`config.mk`:
```
export PLATFORM = sky130hd
export DESIGN_NAME = exu_muldiv_issue_flat
export DESIGN_NICKNAME = d
export VERILOG_FILES = /design/src/rtl/exu_muldiv_issue_pkg.sv /design/src/rtl/exu_muldiv_issue_if.sv /design/src/rtl/exu_muldiv_issue_watchdog.sv /design/src/rtl/exu_muldiv_issue.sv /design/src/flat_wrapper.sv
export SDC_FILE = /design/constraint.sdc
export NUM_CORES = 1
export LEC_CHECK = 0
export CORE_AREA = 5 5 128 130
export CTS_BUF_LIST = sky130_fd_sc_hd__clkbuf_4 sky130_fd_sc_hd__clkbuf_8 sky130_fd_sc_hd__clkbuf_16
export CTS_CLUSTER_DIAMETER = 50
export DETAILED_ROUTE_END_ITERATION = 6
export DIE_AREA = 0 0 133 135
export DONT_BUFFER_PORTS = 1
export PLACE_DENSITY = 0.57
export SYNTH_ARGS = -nofsm -noshare
export SYNTH_HDL_FRONTEND = slang
export SYNTH_SLANG_ARGS = --single-unit
export TNS_END_PERCENT = 50
```
`constraint.sdc`:
```
create_clock -name clk -period 3.21 [get_ports clk]
set_input_delay 0.4815 -clock clk [delete_from_list [all_inputs] [get_ports clk]]
set_output_delay 0.4815 -clock clk [all_outputs]
set_load 0.005 [all_outputs]
```
`src/rtl/exu_muldiv_issue_pkg.sv`:
```
// Shared types and constants for the EX-stage mul/div issue block.
// Width defaults mirror the register-file widths used across the execute stage.
package exu_muldiv_issue_pkg;

  localparam int unsigned RegDataWidth = 32;
  localparam int unsigned RegAddrWidth = 5;

  typedef enum logic [1:0] {
    StIdle  = 2'd0,
    StIssue = 2'd1,
    StWb    = 2'd2
  } state_e;

  localparam logic [3:0] OpMul    = 4'b0001;
  localparam logic [3:0] OpMulh   = 4'b0010;
  localparam logic [3:0] OpMulhsu = 4'b0100;
  localparam logic [3:0] OpMulhu  = 4'b1000;

  localparam logic [3:0] OpDiv  = 4'b0001;
  localparam logic [3:0] OpDivu = 4'b0010;
  localparam logic [3:0] OpRem  = 4'b0100;
  localparam logic [3:0] OpRemu = 4'b1000;

endpackage

```
`src/rtl/exu_muldiv_issue_if.sv`:
```
// Bundle of decode, mul/div unit and writeback signals around the issue block.
// master = the issue block itself; slave = decode, units and writeback around it.
interface exu_muldiv_issue_if
  import exu_muldiv_issue_pkg::*;
#(
  parameter int unsigned REG_DATA_WIDTH = RegDataWidth,
  parameter int unsigned REG_ADDR_WIDTH = RegAddrWidth
);
  logic                      req_valid_i;
  logic                      req_ready_o;
  logic                      req_is_div_i;
  logic [3:0]                req_op_i;
  logic [REG_DATA_WIDTH-1:0] req_rs1_i;
  logic [REG_DATA_WIDTH-1:0] req_rs2_i;
  logic [REG_ADDR_WIDTH-1:0] req_waddr_i;
  logic                      flush_i;

  logic                      mul_start_o;
  logic                      div_start_o;
  logic [REG_DATA_WIDTH-1:0] mul_a_o;
  logic [REG_DATA_WIDTH-1:0] mul_b_o;
  logic [REG_DATA_WIDTH-1:0] div_a_o;
  logic [REG_DATA_WIDTH-1:0] div_b_o;
  logic [3:0]                mul_op_o;
  logic [3:0]                div_op_o;
  logic [REG_ADDR_WIDTH-1:0] mul_waddr_o;
  logic [REG_ADDR_WIDTH-1:0] div_waddr_o;
  logic [REG_DATA_WIDTH-1:0] mul_result_i;
  logic [REG_DATA_WIDTH-1:0] div_result_i;
  logic                      mul_ready_i;
  logic                      div_ready_i;

  logic                      wb_valid_o;
  logic                      wb_ready_i;
  logic [REG_DATA_WIDTH-1:0] wb_data_o;
  logic [REG_ADDR_WIDTH-1:0] wb_waddr_o;
  logic                      stall_o;
  logic                      timeout_o;

  modport master (
    input  req_valid_i, req_is_div_i, req_op_i, req_rs1_i, req_rs2_i, req_waddr_i, flush_i,
    input  mul_result_i, div_result_i, mul_ready_i, div_ready_i, wb_ready_i,
    output req_ready_o, mul_start_o, div_start_o, mul_a_o, mul_b_o, div_a_o, div_b_o,
    output mul_op_o, div_op_o, mul_waddr_o, div_waddr_o,
    output wb_valid_o, wb_data_o, wb_waddr_o, stall_o, timeout_o
  );

  modport slave (
    output req_valid_i, req_is_div_i, req_op_i, req_rs1_i, req_rs2_i, req_waddr_i, flush_i,
    output mul_result_i, div_result_i, mul_ready_i, div_ready_i, wb_ready_i,
    input  req_ready_o, mul_start_o, div_start_o, mul_a_o, mul_b_o, div_a_o, div_b_o,
    input  mul_op_o, div_op_o, mul_waddr_o, div_waddr_o,
    input  wb_valid_o, wb_data_o, wb_waddr_o, stall_o, timeout_o
  );

endinterface

```
`src/rtl/exu_muldiv_issue_watchdog.sv`:
```
// Cycle counter for an outstanding mul/div op; flags when the op has run too long.
module exu_muldiv_issue_watchdog #(
  parameter int unsigned TIMEOUT_CYCLES = 64
) (
  input  logic clk,
  input  logic rst,
  input  logic clear_i,
  input  logic enable_i,
  output logic expired_o
);

  localparam int unsigned CntW = (TIMEOUT_CYCLES > 1) ? $clog2(TIMEOUT_CYCLES) : 1;

  logic [CntW-1:0] cnt_q, cnt_d;

  always_comb begin
    cnt_d = cnt_q;
    if (clear_i) begin
      cnt_d = '0;
    end else if (enable_i) begin
      cnt_d = cnt_q + 1'b1;
    end
  end

  always_ff @(posedge clk) begin
    if (rst) begin
      cnt_q <= '0;
    end else begin
      cnt_q <= cnt_d;
    end
  end

  assign expired_o = enable_i && (cnt_q == CntW'(TIMEOUT_CYCLES - 1));

endmodule

```
`src/rtl/exu_muldiv_issue.sv`:
```
// EX-stage initiator for the iterative mul/div units: holds start for the whole
// calculation, captures the result and hands it to writeback under backpressure.
module exu_muldiv_issue
  import exu_muldiv_issue_pkg::*;
#(
  parameter int unsigned REG_DATA_WIDTH = RegDataWidth,
  parameter int unsigned REG_ADDR_WIDTH = RegAddrWidth,
  parameter int unsigned TIMEOUT_CYCLES = 64
) (
  input logic               clk,
  input logic               rst,
  exu_muldiv_issue_if.master bus
);

  state_e state_q, state_d;

  logic                      is_div_q;
  logic [3:0]                op_q;
  logic [REG_DATA_WIDTH-1:0] rs1_q, rs2_q, wb_data_q;
  logic [REG_ADDR_WIDTH-1:0] waddr_q;
  logic                      timeout_q, timeout_d;
  logic                      capture, latch_result, expired, sel_ready, req_ready;

  // Only the unit we started may complete the op; the other one's ready is noise.
  assign sel_ready = is_div_q ? bus.div_ready_i : bus.mul_ready_i;

  always_comb begin
    state_d      = state_q;
    capture      = 1'b0;
    latch_result = 1'b0;
    timeout_d    = 1'b0;
    req_ready    = 1'b0;
    unique case (state_q)
      StIdle: begin
        req_ready = !bus.flush_i;
        if (bus.req_valid_i && !bus.flush_i) begin
          capture = 1'b1;
          state_d = StIssue;
        end
      end
      StIssue: begin
        if (bus.flush_i) begin
          state_d = StIdle;
        end else if (sel_ready) begin
          latch_result = 1'b1;
          state_d      = StWb;
        end else if (expired) begin
          timeout_d = 1'b1;
          state_d   = StIdle;
        end
      end
      StWb: begin
        if (bus.flush_i || bus.wb_ready_i) begin
          state_d = StIdle;
        end
      end
      default: state_d = StIdle;
    endcase
  end

  always_ff @(posedge clk) begin
    if (rst) begin
      state_q   <= StIdle;
      is_div_q  <= 1'b0;
      op_q      <= '0;
      rs1_q     <= '0;
      rs2_q     <= '0;
      waddr_q   <= '0;
      wb_data_q <= '0;
      timeout_q <= 1'b0;
    end else begin
      state_q   <= state_d;
      timeout_q <= timeout_d;
      if (capture) begin
        is_div_q <= bus.req_is_div_i;
        op_q     <= bus.req_op_i;
        rs1_q    <= bus.req_rs1_i;
        rs2_q    <= bus.req_rs2_i;
        waddr_q  <= bus.req_waddr_i;
      end
      if (latch_result) begin
        wb_data_q <= is_div_q ? bus.div_result_i : bus.mul_result_i;
      end
    end
  end

  exu_muldiv_issue_watchdog #(
    .TIMEOUT_CYCLES (TIMEOUT_CYCLES)
  ) u_watchdog (
    .clk       (clk),
    .rst       (rst),
    .clear_i   (capture),
    .enable_i  (state_q == StIssue),
    .expired_o (expired)
  );

  // Start is low in IDLE and WB, guaranteeing a start-low gap between ops.
  assign bus.mul_start_o = (state_q == StIssue) && !is_div_q;
  assign bus.div_start_o = (state_q == StIssue) && is_div_q;
  assign bus.mul_a_o     = rs1_q;
  assign bus.mul_b_o     = rs2_q;
  assign bus.div_a_o     = rs1_q;
  assign bus.div_b_o     = rs2_q;
  assign bus.mul_op_o    = op_q;
  assign bus.div_op_o    = op_q;
  assign bus.mul_waddr_o = waddr_q;
  assign bus.div_waddr_o = waddr_q;

  assign bus.req_ready_o = req_ready;
  assign bus.wb_valid_o  = (state_q == StWb) && !bus.flush_i;
  assign bus.wb_data_o   = wb_data_q;
  assign bus.wb_waddr_o  = waddr_q;
  assign bus.stall_o     = (state_q != StIdle);
  assign bus.timeout_o   = timeout_q;

endmodule

```
`src/flat_wrapper.sv`:
```
// flat-port wrapper written by rule: the top's interface ports become plain ports
module exu_muldiv_issue_flat import exu_muldiv_issue_pkg::*;
#(
  parameter int unsigned REG_DATA_WIDTH = RegDataWidth,
  parameter int unsigned REG_ADDR_WIDTH = RegAddrWidth,
  parameter int unsigned TIMEOUT_CYCLES = 64
)
  (clk, rst, bus_req_valid_i, bus_req_is_div_i, bus_req_op_i, bus_req_rs1_i, bus_req_rs2_i, bus_req_waddr_i, bus_flush_i, bus_mul_result_i, bus_div_result_i, bus_mul_ready_i, bus_div_ready_i, bus_wb_ready_i, bus_req_ready_o, bus_mul_start_o, bus_div_start_o, bus_mul_a_o, bus_mul_b_o, bus_div_a_o, bus_div_b_o, bus_mul_op_o, bus_div_op_o, bus_mul_waddr_o, bus_div_waddr_o, bus_wb_valid_o, bus_wb_data_o, bus_wb_waddr_o, bus_stall_o, bus_timeout_o);
  exu_muldiv_issue_if #(.REG_DATA_WIDTH(REG_DATA_WIDTH), .REG_ADDR_WIDTH(REG_ADDR_WIDTH)) bus_i ();
  input logic clk;
  input logic rst;
  input wire logic [$bits(bus_i.req_valid_i)-1:0] bus_req_valid_i;
  input wire logic [$bits(bus_i.req_is_div_i)-1:0] bus_req_is_div_i;
  input wire logic [$bits(bus_i.req_op_i)-1:0] bus_req_op_i;
  input wire logic [$bits(bus_i.req_rs1_i)-1:0] bus_req_rs1_i;
  input wire logic [$bits(bus_i.req_rs2_i)-1:0] bus_req_rs2_i;
  input wire logic [$bits(bus_i.req_waddr_i)-1:0] bus_req_waddr_i;
  input wire logic [$bits(bus_i.flush_i)-1:0] bus_flush_i;
  input wire logic [$bits(bus_i.mul_result_i)-1:0] bus_mul_result_i;
  input wire logic [$bits(bus_i.div_result_i)-1:0] bus_div_result_i;
  input wire logic [$bits(bus_i.mul_ready_i)-1:0] bus_mul_ready_i;
  input wire logic [$bits(bus_i.div_ready_i)-1:0] bus_div_ready_i;
  input wire logic [$bits(bus_i.wb_ready_i)-1:0] bus_wb_ready_i;
  output wire logic [$bits(bus_i.req_ready_o)-1:0] bus_req_ready_o;
  output wire logic [$bits(bus_i.mul_start_o)-1:0] bus_mul_start_o;
  output wire logic [$bits(bus_i.div_start_o)-1:0] bus_div_start_o;
  output wire logic [$bits(bus_i.mul_a_o)-1:0] bus_mul_a_o;
  output wire logic [$bits(bus_i.mul_b_o)-1:0] bus_mul_b_o;
  output wire logic [$bits(bus_i.div_a_o)-1:0] bus_div_a_o;
  output wire logic [$bits(bus_i.div_b_o)-1:0] bus_div_b_o;
  output wire logic [$bits(bus_i.mul_op_o)-1:0] bus_mul_op_o;
  output wire logic [$bits(bus_i.div_op_o)-1:0] bus_div_op_o;
  output wire logic [$bits(bus_i.mul_waddr_o)-1:0] bus_mul_waddr_o;
  output wire logic [$bits(bus_i.div_waddr_o)-1:0] bus_div_waddr_o;
  output wire logic [$bits(bus_i.wb_valid_o)-1:0] bus_wb_valid_o;
  output wire logic [$bits(bus_i.wb_data_o)-1:0] bus_wb_data_o;
  output wire logic [$bits(bus_i.wb_waddr_o)-1:0] bus_wb_waddr_o;
  output wire logic [$bits(bus_i.stall_o)-1:0] bus_stall_o;
  output wire logic [$bits(bus_i.timeout_o)-1:0] bus_timeout_o;
  assign bus_i.req_valid_i = bus_req_valid_i;
  assign bus_i.req_is_div_i = bus_req_is_div_i;
  assign bus_i.req_op_i = bus_req_op_i;
  assign bus_i.req_rs1_i = bus_req_rs1_i;
  assign bus_i.req_rs2_i = bus_req_rs2_i;
  assign bus_i.req_waddr_i = bus_req_waddr_i;
  assign bus_i.flush_i = bus_flush_i;
  assign bus_i.mul_result_i = bus_mul_result_i;
  assign bus_i.div_result_i = bus_div_result_i;
  assign bus_i.mul_ready_i = bus_mul_ready_i;
  assign bus_i.div_ready_i = bus_div_ready_i;
  assign bus_i.wb_ready_i = bus_wb_ready_i;
  assign bus_req_ready_o = bus_i.req_ready_o;
  assign bus_mul_start_o = bus_i.mul_start_o;
  assign bus_div_start_o = bus_i.div_start_o;
  assign bus_mul_a_o = bus_i.mul_a_o;
  assign bus_mul_b_o = bus_i.mul_b_o;
  assign bus_div_a_o = bus_i.div_a_o;
  assign bus_div_b_o = bus_i.div_b_o;
  assign bus_mul_op_o = bus_i.mul_op_o;
  assign bus_div_op_o = bus_i.div_op_o;
  assign bus_mul_waddr_o = bus_i.mul_waddr_o;
  assign bus_div_waddr_o = bus_i.div_waddr_o;
  assign bus_wb_valid_o = bus_i.wb_valid_o;
  assign bus_wb_data_o = bus_i.wb_data_o;
  assign bus_wb_waddr_o = bus_i.wb_waddr_o;
  assign bus_stall_o = bus_i.stall_o;
  assign bus_timeout_o = bus_i.timeout_o;
  exu_muldiv_issue #(.REG_DATA_WIDTH(REG_DATA_WIDTH), .REG_ADDR_WIDTH(REG_ADDR_WIDTH), .TIMEOUT_CYCLES(TIMEOUT_CYCLES)) u_core (.clk(clk), .rst(rst), .bus(bus_i));
endmodule
```
==> results of run 1 <==
-- cell usage after synthesis (all sizes together) --
cell    number  area share, %
nor4b        1           0.17
nand3b       2           0.29
nor3b        2           0.38
or4b         1           0.19
nand3        1          0.095
buf        101             14
mux2         1           0.29
or4          1           0.14
nand2b       3           0.36
inv          2           0.14
nor2         7           0.50
dfxtp      115             44
o21ai        3           0.29
clkbuf      21            1.5
or2          1           0.12
nand2      150             12
or3          3           0.36
a211oi      32            6.9
a21oi      110             10
ha           1           0.24
nand4        1           0.12
and2         1           0.12
xor2         2           0.33
nand4b       1           0.17
mux2i       33            6.3
nor3         1          0.095
o22ai        1           0.12
-- worst max path at each step --
| stage | start | endpoint |
|---|---|---|
| 6_report | u_core.is_div_q | bus_div_start_o |
| 5_1_grt | u_core.state_q[1] | u_core.u_watchdog.cnt_q[5] |
| 4_1_cts | u_core.is_div_q | bus_div_start_o |
| 3_5_place_dp | bus_flush_i | u_core.u_watchdog.cnt_q[0] |
| 3_3_place_gp | bus_flush_i | u_core.u_watchdog.cnt_q[1] |
| 2_1_floorplan | bus_flush_i | u_core.bus.div_b_o[6] |
-- layer usage --
layer / GRT usage (%) / wire length [um]
met5: 0 / 0
met4: 5.20 / 189
met3: 6.63 / 1410
met2: 23.7 / 6370
met1: 13.4 / 4580
-- state kept, by name (all words and copies together) (netlist names) --
register / cells
u_core.bus.div_a_o: 32
u_core.bus.div_b_o: 32
u_core.bus.wb_data_o: 32
u_core.u_watchdog.cnt_q: 6
u_core.bus.div_waddr_o: 5
u_core.bus.div_op_o: 4
u_core.state_q: 2
u_core.bus.timeout_o: 1
u_core.is_div_q: 1
-- worst max-delay path, stage by stage, from the launching register on --
cell	delay (ns)
sky130_fd_sc_hd__dfxtp_2	0.34
sky130_fd_sc_hd__buf_4	0.46
sky130_fd_sc_hd__inv_1	0.08
sky130_fd_sc_hd__nor2_1	0.16
-- where the power goes --
part	switching, mW	total (mW)	internal, mW	leakage [nW]
logic	0.116	0.188	0.0714	0.492
registers	0.0716	1.56	1.49	0.936
clock network	0.642	1.68	1.04	0.260
-- metrics by stage --
stage / instance area (um^2) / util (%) / hold slack [ns] / instances
2_1_floorplan: 5250 / - / 0.458 / 598
3_3_place_gp: 4700 / 31.3 / 0.472 / 668
3_5_place_dp: 4700 / 31.3 / 0.494 / 668
4_1_cts: 5240 / 34.8 / 0.121 / 700
5_1_grt: 5240 / 34.8 / 0.116 / 700
6_report: 5240 / 34.8 / 0.140 / 700
-- layout make-up --
| cell class | instances | area, um^2 | area share [%] |
|---|---|---|---|
| flip-flops and latches | 115 | 2300 | 44.0 |
| multi-input cells | 359 | 2120 | 40.6 |
| clock buffers | 23 | 477 | 9.10 |
| well taps | 188 | 235 | 4.49 |
| clock inverters | 9 | 58.8 | 1.12 |
| repair buffers | 4 | 30.0 | 0.573 |
| inverters | 2 | 7.51 | 0.143 |
-- cell usage in the layout, fill, tap and decap left out, types with 2 or more instances in the layout --
cell / Yosys / layout
sky130_fd_sc_hd__clkbuf_4: 0 / 5
sky130_fd_sc_hd__o21ai_0: 3 / 3
sky130_fd_sc_hd__inv_1: 2 / 2
sky130_fd_sc_hd__or3_1: 3 / 3
sky130_fd_sc_hd__clkinv_2: 0 / 4
sky130_fd_sc_hd__nand3b_1: 2 / 2
sky130_fd_sc_hd__nor2_1: 7 / 7
sky130_fd_sc_hd__nand2_1: 120 / 120
sky130_fd_sc_hd__nand2_2: 30 / 30
sky130_fd_sc_hd__xor2_1: 2 / 2
sky130_fd_sc_hd__mux2i_1: 33 / 33
sky130_fd_sc_hd__nand2b_1: 3 / 3
sky130_fd_sc_hd__dfxtp_1: 115 / 114
sky130_fd_sc_hd__clkinvlp_4: 0 / 4
sky130_fd_sc_hd__a21oi_1: 110 / 110
sky130_fd_sc_hd__a211oi_1: 8 / 8
sky130_fd_sc_hd__buf_4: 81 / 4
sky130_fd_sc_hd__clkbuf_16: 0 / 17
sky130_fd_sc_hd__a211oi_2: 24 / 24
-- cells by family (layout without fill, tap and decap cells) --
kind of cell,Yosys count,in the layout,synth area share (%)
buffers and inverters,124,38,15.9
muxes,34,34,6.58
adders and majority gates,1,1,0.238
DFF,115,115,43.9
AOI/OAI and AO/OA,146,146,17.8
and+or+nand+nor,176,176,15.3
xor gates and xnor gates,2,2,0.334
==> impl_metrics.ini, run 1 <==
[hold_path]
hold_path.startpoint = rst
hold-path-endpoint = u_core.is_div_q
hp-class = in2reg
hold-path-cell-count = 1

[cts]
ctsRootBufferMaster = sky130_fd_sc_hd__clkbuf_16
cts_resized = 0
cts_num_sinks = 115
cts_setup_buffers = 0
worstSkewPairLatency_ns = 0.40
cts_buffer_depth = 2
tritoncts = done
cts_hold_buf = 0
h-tree-depth = 4
clk_pin_slew_worst_paths_ns = 0.05
number_of_buffers_added_by_the_clock_tree_synthesis_step = 17

[critical_path]
worst_r2r_endpoint = u_core.u_watchdog.cnt_q[0]
worstPathMaxFanout = 35
worst_setup_path_end_kind = primary output
critical_path_class = reg2out
r2r_slack_ns = 1.32
cp-start-kind = flop
critical_path_arrival_ns = 1.44
worstRegToRegCells = 3
reg2reg_from = u_core.state_q[1]
critical_path_required_ns = 2.73

[sta]
normalized_max_slew_margin_pct = 35.0
maxSlewViolCount = 0
tightest_slew_ns = 0.975
maximum_clock_frequency_mhz = 520
post-route-min-period_ns = 1.92
fin_skew_ns = 0.00779
setup_viol_count_final = 0
finalWorstSetupSlack_ns = 1.29
timing.setup.tns_ns = 0
setup_repair_after_global_routing_missed_its_margin = no
period_share_pct = 60.0
hold_viol_final = 0

[job]
max_cap_violations = 0

[synthesis]
synth_cell_types = 34
syn-cell-area_um2 = 5250
synthCells = 598
synth_seq_area_share_pct = 43.9
synth_seq_cells = 115
avgSynthCellArea_um2 = 8.77
synth_fp_nets = 744
yosys_warnings = 0

[pwr]
power_leakage_nw = 1.69
power.ir.vdd_worst_mv = 0.336
power.density_cell_area_nw_per_um2 = 655
p_total_mw = 3.43

[routing]
detail_route.vias_per_cell = 5.20
drtPass1Iterations = 4
drt-wirelength-per-cell_um = 17.9
dr.first_iter.drc_count = 109
wl_um = 12600
antenna_left = 0
detailroute.via_count = 3641
drc = 0

[global_route]
grt_antenna_before_repair = 0
via_count_of_the_first_global_routing_pass = 3703
grt_usage_pct = 13.4
grt_first_pass_wirelength_um = 19400
gr-total-overflow = 0
grt_start_max_net_pins = 111

[floorplanning]
initial_utilization_pct = 34.9
floorplan.die_area_um2 = 18000
rows = 45
num_io_pins = 334
die_h_um = 135
design.core.area_um2 = 15000
die_width_um = 133

[layout]
area_growth_from_synthesis_to_final_layout_pct = -0.191
antenna-diode-count = 0
fillerInstances = 1543
final_net_count = 645
final_layout_size_suffix_gt1_share_pct = 18.8

[place]
dpl_worst_slack_ns = 1.26
port-buffer-count = 0
gpl.final_weighted_congestion = 0.734
sum_of_net_half_perimeters_after_detailed_placement_um = 8860

[run_status]
status = finished clean
Power figures use the tool's default switching activity.
==> inputs of run 2 (changes only) <==
clock period = 1.79 ns   (was 3.21 ns; I/O delays follow)
==> impl_metrics.ini, run 2 (same netlist as run 1, synthesis figures left out) <==
[pwr]
seq_power_share_pct = 41.1
p_int_mw = 5.35
power_leakage_nw = 1.79
power_switching_share_pct = 21.5
clock_power_share_pct = 53.6
power.density_cell_area_nw_per_um2 = 1250
p_sw_mw = 1.46
power.ir.vdd_worst_mv = 0.607
comb_power_share_pct = 5.3
p_total_mw = 6.81

[cts]
cts_num_sinks = 115
number_of_buffers_added_by_the_clock_tree_synthesis_step = 17
h-tree-depth = 4
cts_buffer_depth = 2
tritoncts = done
clk_pin_slew_worst_paths_ns = 0.05
ctsRootBufferMaster = sky130_fd_sc_hd__clkbuf_16
cts_setup_buffers = 0
worstSkewPairLatency_ns = 0.40

[sta]
maximum_clock_frequency_mhz = 595
post-route-min-period_ns = 1.68
final.hold.worst_slack_ns = -0.0706
maxSlewViolCount = 0
tightest_slew_ns = 0.388
fin_skew_ns = 0.00791
setup_repair_after_global_routing_missed_its_margin = no
setup_viol_count_final = 0
hold_viol_final = 34
timing.setup.tns_ns = 0
period_share_pct = 93.9
normalized_max_slew_margin_pct = 74.2

[critical_path]
critical_path_required_ns = 1.52
critical_path_class = reg2out
critical_path_arrival_ns = 1.41
cp-start-kind = flop
worst_setup_path_end_kind = primary output
worstPathMaxFanout = 6

[floorplanning]
rows = 45
die_h_um = 135
die_width_um = 133
num_io_pins = 334
design.core.area_um2 = 15000
initial_utilization_pct = 34.9
floorplan.die_area_um2 = 18000

[routing]
dr.first_iter.drc_count = 190
wl_um = 12800
drc = 0
detail_route.vias_per_cell = 5.21
detailroute.via_count = 3670
drt-wirelength-per-cell_um = 18.1
drtPass1Iterations = 5
antenna_left = 0

[layout]
final_layout_size_suffix_gt1_share_pct = 19.5
most-common-layout-cells = sky130_fd_sc_hd__nand2_1, sky130_fd_sc_hd__dfxtp_1, sky130_fd_sc_hd__a21oi_1, sky130_fd_sc_hd__mux2i_1, sky130_fd_sc_hd__nand2_2
multi_input_area_um2 = 2120
area_growth_from_synthesis_to_final_layout_pct = 3.63
final_net_count = 652
fillerInstances = 1541
layout.cells.most_common = sky130_fd_sc_hd__nand2_1
regArea_um2 = 2300
antenna-diode-count = 0

[place]
sum_of_net_half_perimeters_after_detailed_placement_um = 9400
gpl.final_weighted_congestion = 0.703
port-buffer-count = 0

[job]
max_cap_violations = 0

[global_route]
grt_usage_pct = 14.0
via_count_of_the_first_global_routing_pass = 3735
grt_first_pass_wirelength_um = 19900
grt_antenna_before_repair = 0
grt_start_max_net_pins = 111
gr-total-overflow = 0

[run_status]
status = finished with violations
violations = hold timing

[hold_path]
hp-class = in2reg
==> run 2: cell count changes in the layout (fill, tap and decap cells not counted), sizes merged <==
| cell | change |
|---|---|
| clkinvlp | -3 |
| clkinv | -1 |
| clkbuf | -3 |
| bufinv | +5 |
| buf | +7 |
==> run 2: area by class of cell <==
class	instances	area share, %
clock buffers	20	8.47
clock inverters	10	3.34
inverters	2	0.138
multi-input cells	359	39.1
flip-flops and latches	115	42.4
well taps	188	4.33
repair buffers	11	2.28
==> run 2: worst paths after layout <==
path / depth (start not counted) / startpoint / end / slack [ns]
hold reg to reg: 2 / u_core.u_watchdog.cnt_q[5] / u_core.u_watchdog.cnt_q[5] / 0.50
setup reg to reg: 4 / u_core.state_q[0] / u_core.u_watchdog.cnt_q[3] / 0.21
hold / removal: 1 / rst / u_core.bus.wb_data_o[22] / -0.07
setup / recovery: 3 / u_core.state_q[1] / bus_req_ready_o / 0.11
==> run 2: timing repair <==
item	in CTS	in global routing
hold endpoints to repair	108	108
resized for setup	0	1
setup endpoints to repair	0	1
==> run 2: worst max-delay path: stages (launching register included) <==
cell,delay (ns)
sky130_fd_sc_hd__dfxtp_1,0.36
sky130_fd_sc_hd__buf_4,0.17
sky130_fd_sc_hd__or2_2,0.34
sky130_fd_sc_hd__nor2_1,0.14
==> run 2: routing by layer <==
layer,up-vias,GRT usage [%],share of wire (%)
met5,-,0,0
met3,17,7.75,11
met1,1683,14.1,36
li1,1747,-,-
met4,0,5.37,1.4
met2,223,24.1,51
==> run 2: stage by stage <==
stage,hold slack [ns],std cells,setup WS [ns],util [%],cell area [um^2]
after global placement,0.346,675,0.284,31.9,4790
final,-0.0706,705,0.110,36.2,5440
after detailed placement,0.345,675,0.218,31.9,4790
after global routing,-0.103,705,0.0159,36.2,5440
after CTS,-0.100,705,0.00473,36.1,5430
after floorplan,0.404,598,0.255,-,5250
==> run 2: power by group through the flow <==
stage,clock [mW],combinational [mW],sequential (mW)
floorplan,0,0.473,2.80
global placement,0,0.351,2.85
detailed placement,0,0.366,2.85
CTS,3.76,0.367,2.80
global route,3.90,0.409,2.81
finish,3.65,0.360,2.79
